## src/rtl/muldiv_pkg.sv

```systemverilog
// Shared definitions for the multiply/divide engine.
// Op encodings and FSM state enum.
package muldiv_pkg;

    typedef enum logic [1:0] {
        OP_MULT  = 2'b00,
        OP_MULTU = 2'b01,
        OP_DIV   = 2'b10,
        OP_DIVU  = 2'b11
    } op_e;

    typedef enum logic [2:0] {
        IDLE = 3'd0,
        MUL  = 3'd1,
        DIV  = 3'd2,
        FIX  = 3'd3,
        DONE = 3'd4
    } state_e;

endpackage

```

## src/rtl/muldiv_unit_div_core.sv

```systemverilog
// Iterative restoring divider on unsigned magnitudes.
// One quotient bit per step; WIDTH steps per division.
module div_core #(
    parameter int WIDTH = 32
) (
    input  logic             clk,
    input  logic             reset,
    input  logic             load,
    input  logic             step,
    input  logic [WIDTH-1:0] dividend,
    input  logic [WIDTH-1:0] divisor,
    output logic [WIDTH-1:0] quotient,
    output logic [WIDTH-1:0] remainder
);

    logic [WIDTH-1:0] rem_q, rem_d;
    logic [WIDTH-1:0] quo_q, quo_d;
    logic [WIDTH-1:0] dvs_q, dvs_d;
    logic [WIDTH:0]   shifted;
    logic [WIDTH-1:0] diff;
    logic             ge;

    // Shift in the next dividend bit and try a subtraction.
    always_comb begin
        shifted = {rem_q, quo_q[WIDTH-1]};
        ge      = shifted >= {1'b0, dvs_q};
        diff    = shifted[WIDTH-1:0] - dvs_q;
        rem_d   = rem_q;
        quo_d   = quo_q;
        dvs_d   = dvs_q;
        if (load) begin
            rem_d = '0;
            quo_d = dividend;
            dvs_d = divisor;
        end else if (step) begin
            rem_d = ge ? diff : shifted[WIDTH-1:0];
            quo_d = {quo_q[WIDTH-2:0], ge};
        end
    end

    // Divider state registers.
    always_ff @(posedge clk) begin
        if (reset) begin
            rem_q <= '0;
            quo_q <= '0;
            dvs_q <= '0;
        end else begin
            rem_q <= rem_d;
            quo_q <= quo_d;
            dvs_q <= dvs_d;
        end
    end

    assign quotient  = quo_q;
    assign remainder = rem_q;

endmodule

```

## src/rtl/muldiv_unit.sv

```systemverilog
// Multi-cycle MULT/MULTU/DIV/DIVU engine for the hilo path.
// Produces {hi,lo}; busy stalls the pipe, cancel aborts on flush.
module muldiv_unit
    import muldiv_pkg::*;
#(
    parameter int WIDTH      = 32,
    parameter int MUL_CYCLES = 3
) (
    input  logic               clk,
    input  logic               reset,
    input  logic               start,
    input  logic [1:0]         op,
    input  logic               cancel,
    input  logic [WIDTH-1:0]   srca,
    input  logic [WIDTH-1:0]   srcb,
    output logic               busy,
    output logic               done,
    output logic [2*WIDTH-1:0] hilores,
    output logic               div_by_zero
);

    localparam int CMAX = (WIDTH > MUL_CYCLES) ? WIDTH : MUL_CYCLES;
    localparam int CW   = $clog2(CMAX + 1);

    state_e             state_q, state_d;
    op_e                op_q, op_d;
    logic [WIDTH-1:0]   a_q, a_d;
    logic [WIDTH-1:0]   b_q, b_d;
    logic [CW-1:0]      cnt_q, cnt_d;
    logic [2*WIDTH-1:0] hilo_q, hilo_d;
    logic               dbz_q, dbz_d;
    logic               busy_q, busy_d;
    logic               done_q, done_d;

    logic               in_sgn;
    logic               div_load;
    logic               div_step;
    logic [WIDTH-1:0]   quo_mag;
    logic [WIDTH-1:0]   rem_mag;
    logic               sgn_div;
    logic               q_neg;
    logic               r_neg;
    logic [WIDTH-1:0]   q_fix;
    logic [WIDTH-1:0]   r_fix;
    logic               b_zero;
    logic [2*WIDTH-1:0] div_res;

    // Full 2W product; sign-extending then truncating is exact.
    function automatic logic [2*WIDTH-1:0] mul_full(
        input logic [WIDTH-1:0] x,
        input logic [WIDTH-1:0] y,
        input logic             sgn
    );
        logic [2*WIDTH-1:0] xe;
        logic [2*WIDTH-1:0] ye;
        xe = {{WIDTH{sgn & x[WIDTH-1]}}, x};
        ye = {{WIDTH{sgn & y[WIDTH-1]}}, y};
        return xe * ye;
    endfunction

    // W+1 bit negate so the most negative value maps to 2^(W-1).
    function automatic logic [WIDTH-1:0] mag(
        input logic [WIDTH-1:0] x,
        input logic             sgn
    );
        logic [WIDTH:0] xe;
        xe = {sgn & x[WIDTH-1], x};
        if (xe[WIDTH]) begin
            xe = -xe;
        end
        return xe[WIDTH-1:0];
    endfunction

    assign in_sgn   = ~op[0];
    assign div_load = (state_q == IDLE) & start & ~cancel & op[1];
    assign div_step = (state_q == DIV);

    div_core #(
        .WIDTH(WIDTH)
    ) u_div_core (
        .clk      (clk),
        .reset    (reset),
        .load     (div_load),
        .step     (div_step),
        .dividend (mag(srca, in_sgn)),
        .divisor  (mag(srcb, in_sgn)),
        .quotient (quo_mag),
        .remainder(rem_mag)
    );

    // Sign fix-up and divide-by-zero result selection.
    always_comb begin
        sgn_div = (op_q == OP_DIV);
        q_neg   = sgn_div & (a_q[WIDTH-1] ^ b_q[WIDTH-1]);
        r_neg   = sgn_div & a_q[WIDTH-1];
        q_fix   = q_neg ? -quo_mag : quo_mag;
        r_fix   = r_neg ? -rem_mag : rem_mag;
        b_zero  = (b_q == '0);
        div_res = b_zero ? {a_q, {WIDTH{1'b1}}} : {r_fix, q_fix};
    end

    // Next-state, counter and result capture.
    always_comb begin
        state_d = state_q;
        op_d    = op_q;
        a_d     = a_q;
        b_d     = b_q;
        cnt_d   = cnt_q;
        hilo_d  = hilo_q;
        dbz_d   = dbz_q;
        unique case (state_q)
            IDLE: begin
                if (start && !cancel) begin
                    op_d = op_e'(op);
                    a_d  = srca;
                    b_d  = srcb;
                    if (op[1]) begin
                        state_d = DIV;
                        cnt_d   = CW'(WIDTH);
                    end else if (MUL_CYCLES == 1) begin
                        state_d = DONE;
                        hilo_d  = mul_full(srca, srcb, in_sgn);
                        dbz_d   = 1'b0;
                    end else begin
                        state_d = MUL;
                        cnt_d   = CW'(MUL_CYCLES - 1);
                    end
                end
            end
            MUL: begin
                cnt_d = cnt_q - CW'(1);
                if (cnt_q <= CW'(1)) begin
                    state_d = DONE;
                    hilo_d  = mul_full(a_q, b_q, op_q == OP_MULT);
                    dbz_d   = 1'b0;
                end
            end
            DIV: begin
                cnt_d = cnt_q - CW'(1);
                if (cnt_q <= CW'(1)) begin
                    state_d = FIX;
                end
            end
            FIX: begin
                state_d = DONE;
                hilo_d  = div_res;
                dbz_d   = b_zero;
            end
            DONE: begin
                state_d = IDLE;
            end
            default: begin
                state_d = IDLE;
            end
        endcase
        if (cancel && (state_q inside {MUL, DIV, FIX})) begin
            state_d = IDLE;
            cnt_d   = '0;
            hilo_d  = hilo_q;
            dbz_d   = dbz_q;
        end
        busy_d = state_d inside {MUL, DIV, FIX};
        done_d = (state_d == DONE);
    end

    // State and registered outputs; reset wins mid-operation.
    always_ff @(posedge clk) begin
        if (reset) begin
            state_q <= IDLE;
            op_q    <= OP_MULT;
            a_q     <= '0;
            b_q     <= '0;
            cnt_q   <= '0;
            hilo_q  <= '0;
            dbz_q   <= 1'b0;
            busy_q  <= 1'b0;
            done_q  <= 1'b0;
        end else begin
            state_q <= state_d;
            op_q    <= op_d;
            a_q     <= a_d;
            b_q     <= b_d;
            cnt_q   <= cnt_d;
            hilo_q  <= hilo_d;
            dbz_q   <= dbz_d;
            busy_q  <= busy_d;
            done_q  <= done_d;
        end
    end

    assign busy        = busy_q;
    assign done        = done_q;
    assign hilores     = hilo_q;
    assign div_by_zero = dbz_q;

endmodule

```

## config.mk

```make
export PLATFORM = sky130hd
export DESIGN_NAME = muldiv_unit
export DESIGN_NICKNAME = d
export VERILOG_FILES = /design/src/rtl/muldiv_pkg.sv /design/src/rtl/muldiv_unit_div_core.sv /design/src/rtl/muldiv_unit.sv
export SDC_FILE = /design/constraint.sdc
export NUM_CORES = 2
export LEC_CHECK = 0
export ABC_AREA = 0
export BUFFER_PORTS_ARGS = -buffer_cell sky130_fd_sc_hd__buf_2
export CAP_MARGIN = 25
export CELL_PAD_IN_SITES_DETAIL_PLACEMENT = 0
export CELL_PAD_IN_SITES_GLOBAL_PLACEMENT = 1
export CORE_ASPECT_RATIO = 0.6
export CORE_MARGIN = 5
export CORE_UTILIZATION = 50
export DETAILED_ROUTE_END_ITERATION = 8
export HOLD_SLACK_MARGIN = 0.08
export PLACE_DENSITY_LB_ADDON = 0.1
export RECOVER_POWER = 100
export SLEW_MARGIN = 10
export SYNTH_ARGS = -nofsm -noshare
export SYNTH_HDL_FRONTEND = slang
export SYNTH_SLANG_ARGS = --single-unit
```

## constraint.sdc

```tcl
create_clock -name clk -period 24.1 [get_ports clk]
set_input_delay 4.82 -clock clk [delete_from_list [all_inputs] [get_ports clk]]
set_output_delay 4.82 -clock clk [all_outputs]
set_load 0.05 [all_outputs]
```

==> impl_metrics.toml <==
[worst_setup_path]
cp-end-kind = "register"
crit-reg2reg-launch = "op_q[0]"
path_max_fanout = 69
ff2ff_path_depth = 27
rr_endpoint = "hilores[49]"
r2r_setup_slack_ns = 13.11
start_kind = "input port"
critPathKind = "in -> reg"
required_ns = 24.57
arrival_ns = 11.92

[clock_network]
htree_levels = 1
clock_latency_ns = 0.59
cts_setup_buffers = 0
clk_pin_slew_worst_paths_ns = 0.06
clock-sinks = 238
clock-root-buffer = "clkbuf_16"
cts_buffer_depth = 3
cts_repair_resize_count = 0
holdBufCountCts = 0
cts_tree = "yes"
numCtsBuffers = 25

[floorplan]
dieArea_um2 = 111000
io_pins = 137
core-area_um2 = 103000
initial_core_util_pct = 50.6
fp.dieH_um = 260
dieWidth_um = 427
row_count = 91

[routing]
ant_nets = 0
drc = 0
vias = 41554
dr.first_iter.drc_count = 3814
dr.pass1.iters = 5
via_per_inst = 5.60
post_drt_wl_per_cell_um = 22.8
wl_mm = 169

[min_path]
holdPathStages = 2
hp-class = "reg -> reg"
min_to = "hilores[3]"
min_from = "hilores[3]"

[power]
power_frac_clock_pct = 27.0
p_leak_nw = 24.8
seqPwrFrac_pct = 27.2
pwr-share-comb_pct = 45.8
internal_power_mw = 0.893
switching_share_pct = 44.3
p_sw_mw = 0.710
powerDensity_nw_per_um2 = 29.4
peakVddDrop_mv = 0.0431

[synthesis]
syn-num-nets = 7588
yosys.area_share.simple_pct = 16.1
yosysSeqAreaShare_pct = 9.14
netlist_area_um2 = 52200
ys_types = 97
ys_ff_latch = 238
synth_xor_area_share_pct = 3.59
synth_compound_gate_area_share_pct = 9.53
muxShareOfSynthArea_pct = 0.386
synth-adder-area-share_pct = 49.2
syn-mean-instance-area_um2 = 8.49
synth_top_family_by_area = "adder cells"
yosys_most_used_dff = "dfxtp_1"
synth_edf_count = 0
ys_warn_count = 0
synth_cells = 6141
synth_async_sr_flop_share_pct = 0

[global_route]
grt_usage_pct = 31.2
grt_max_degree = 88
overflow = 0
grt_antenna_before_repair = 11
grt_pass1_wl_mm = 265
grt_pass1_vias = 42530

[sta]
finalCriticalPeriod_ns = 11.45
finalCritPeriodShare_pct = 47.5
setup_tns_ns = 0
worstMarginPinSlew_ns = 4.28
relSlewSlack_pct = -185
rsz0062_at_grt = "false"
slew_viol_final = 410
fmax_mhz = 87.4
finClkSkew_ns = 0.0376
setup_violations = 0
timing_hold_violations_final = 0

[cells_and_area]
finalNetCount = 7446
drive_gt1_share_pct = 4.50
stdcell_count = 7414
syn_to_final_growth_pct = 4.43

[outcome]
violations = "capacitance limit, slew limit"
status = "finished with violations"

[run]
cap_violations = 8

[place]
gp_congestion = 0.915
place_inst = 7362
portBuffers = 136
dpl.hpwl_mm = 131
synthesized netlist by cell type (14+ instances only):
library cell,count,area (um2)
o21ai_1,14,70.1
o31ai_1,18,135
nor2_1,219,822
nand3_1,25,125
o211ai_1,30,225
o21ai_0,118,591
and3_1,27,169
o221ai_1,22,193
inv_1,1263,4740
o21a_1,15,113
a31oi_1,21,131
nand2b_1,16,100
a21oi_1,299,1500
dfxtp_1,238,4760
a22oi_1,24,180
nor2b_1,16,100
fa_1,1126,22500
xnor2_1,125,1090
nand4_1,26,163
nor4_1,27,169
xor2_1,89,780
and2_1,262,1640
clkbuf_1,385,1450
nand2_1,1102,4140
or2_2,14,87.6
mux2i_1,19,190
a21o_1,44,330
ha_1,251,3140
a211oi_1,56,420
nor3_1,66,330
state kept, by name, summed over array words and instances (netlist names):
signal,flops
busy,1
u_div_core.dvs_q,32
u_div_core.remainder,32
b_q,32
a_q,32
div_by_zero,1
state_q,3
u_div_core.quotient,32
hilores,64
op_q,2
cnt_q,6
done,1
worst max-delay path: stages:
cell      delay (ns)
clkbuf_1        0.12
nor2_1          0.34
and3_2          0.26
clkbuf_1        2.61
and2_0          1.34
clkbuf_1        1.58
nand2_1         0.53
o22ai_1         0.25
power by group through the flow:
stage | registers (mW) | logic (mW) | clock network (mW)
floorplan | 0.439 | 0.496 | 0
global placement | 0.446 | 0.717 | 0
detailed placement | 0.446 | 0.720 | 0
CTS | 0.437 | 0.724 | 0.436
global route | 0.438 | 0.805 | 0.456
finish | 0.436 | 0.734 | 0.433
worst max path at each step:
stage | startpoint | to | slack, ns
after global routing | cancel | u_div_core.dvs_q[28] | 12.04
after detailed placement | op_q[1] | hilores[49] | 14.64
after CTS | op_q[0] | hilores[49] | 14.57
after floorplan | a_q[31] | hilores[63] | 16.16
final | cancel | u_div_core.dvs_q[27] | 12.65
after global placement | op_q[1] | hilores[49] | 14.82
kinds of logic after synthesis:
logic type | after synthesis
adders and majority gates | 1377
muxes | 20
AOI/OAI and AO/OA | 771
DFF | 238
buffers and inverters | 1663
xor gates and xnor gates | 214
and+or+nand+nor | 1858
area by class of cell:
class | count | area, um2
inverters | 1263 | 4740
multi-input cells | 4240 | 41000
repair buffers | 231 | 1300
clock buffers | 37 | 741
flip-flops and latches | 238 | 4780
clock inverters | 8 | 110
well taps | 1395 | 1750
fillers | 10110 | 48700
diodes | 2 | 5.00
placed cells by master, fill, tap and decap left out, types with 124 or more instances in the layout:
cell	netlist	final
ha_1	251	251
a21oi_1	299	300
nand2_1	1102	1102
and2_1	262	259
fa_1	1126	1126
dfxtp_1	238	227
o21ai_0	118	124
nor2_1	219	217
inv_1	1263	1263
xnor2_1	125	125
metal layers:
metal | track usage, % | vias up | share of wire, %
li1 | - | 18269 | -
met1 | 47.8 | 21448 | 46
met2 | 46.6 | 1639 | 43
met3 | 5.14 | 196 | 8.3
met4 | 6.78 | 2 | 2.3
met5 | 0 | - | 0.0077
stage by stage:
stage / util [%] / total power, mW / instance area (um2) / setup WS, ns / hold slack [ns]
floorplan: - / 0.934 / 52200 / 16.16 / 0.432
finish: 52.8 / 1.60 / 54500 / 12.65 / 0.447
detailed placement: 52.1 / 1.17 / 53800 / 14.64 / 0.441
global route: 52.8 / 1.70 / 54500 / 12.04 / 0.471
CTS: 52.9 / 1.60 / 54600 / 14.57 / 0.451
global placement: 52.1 / 1.16 / 53800 / 14.82 / 0.437
Power figures use the tool's default switching activity.
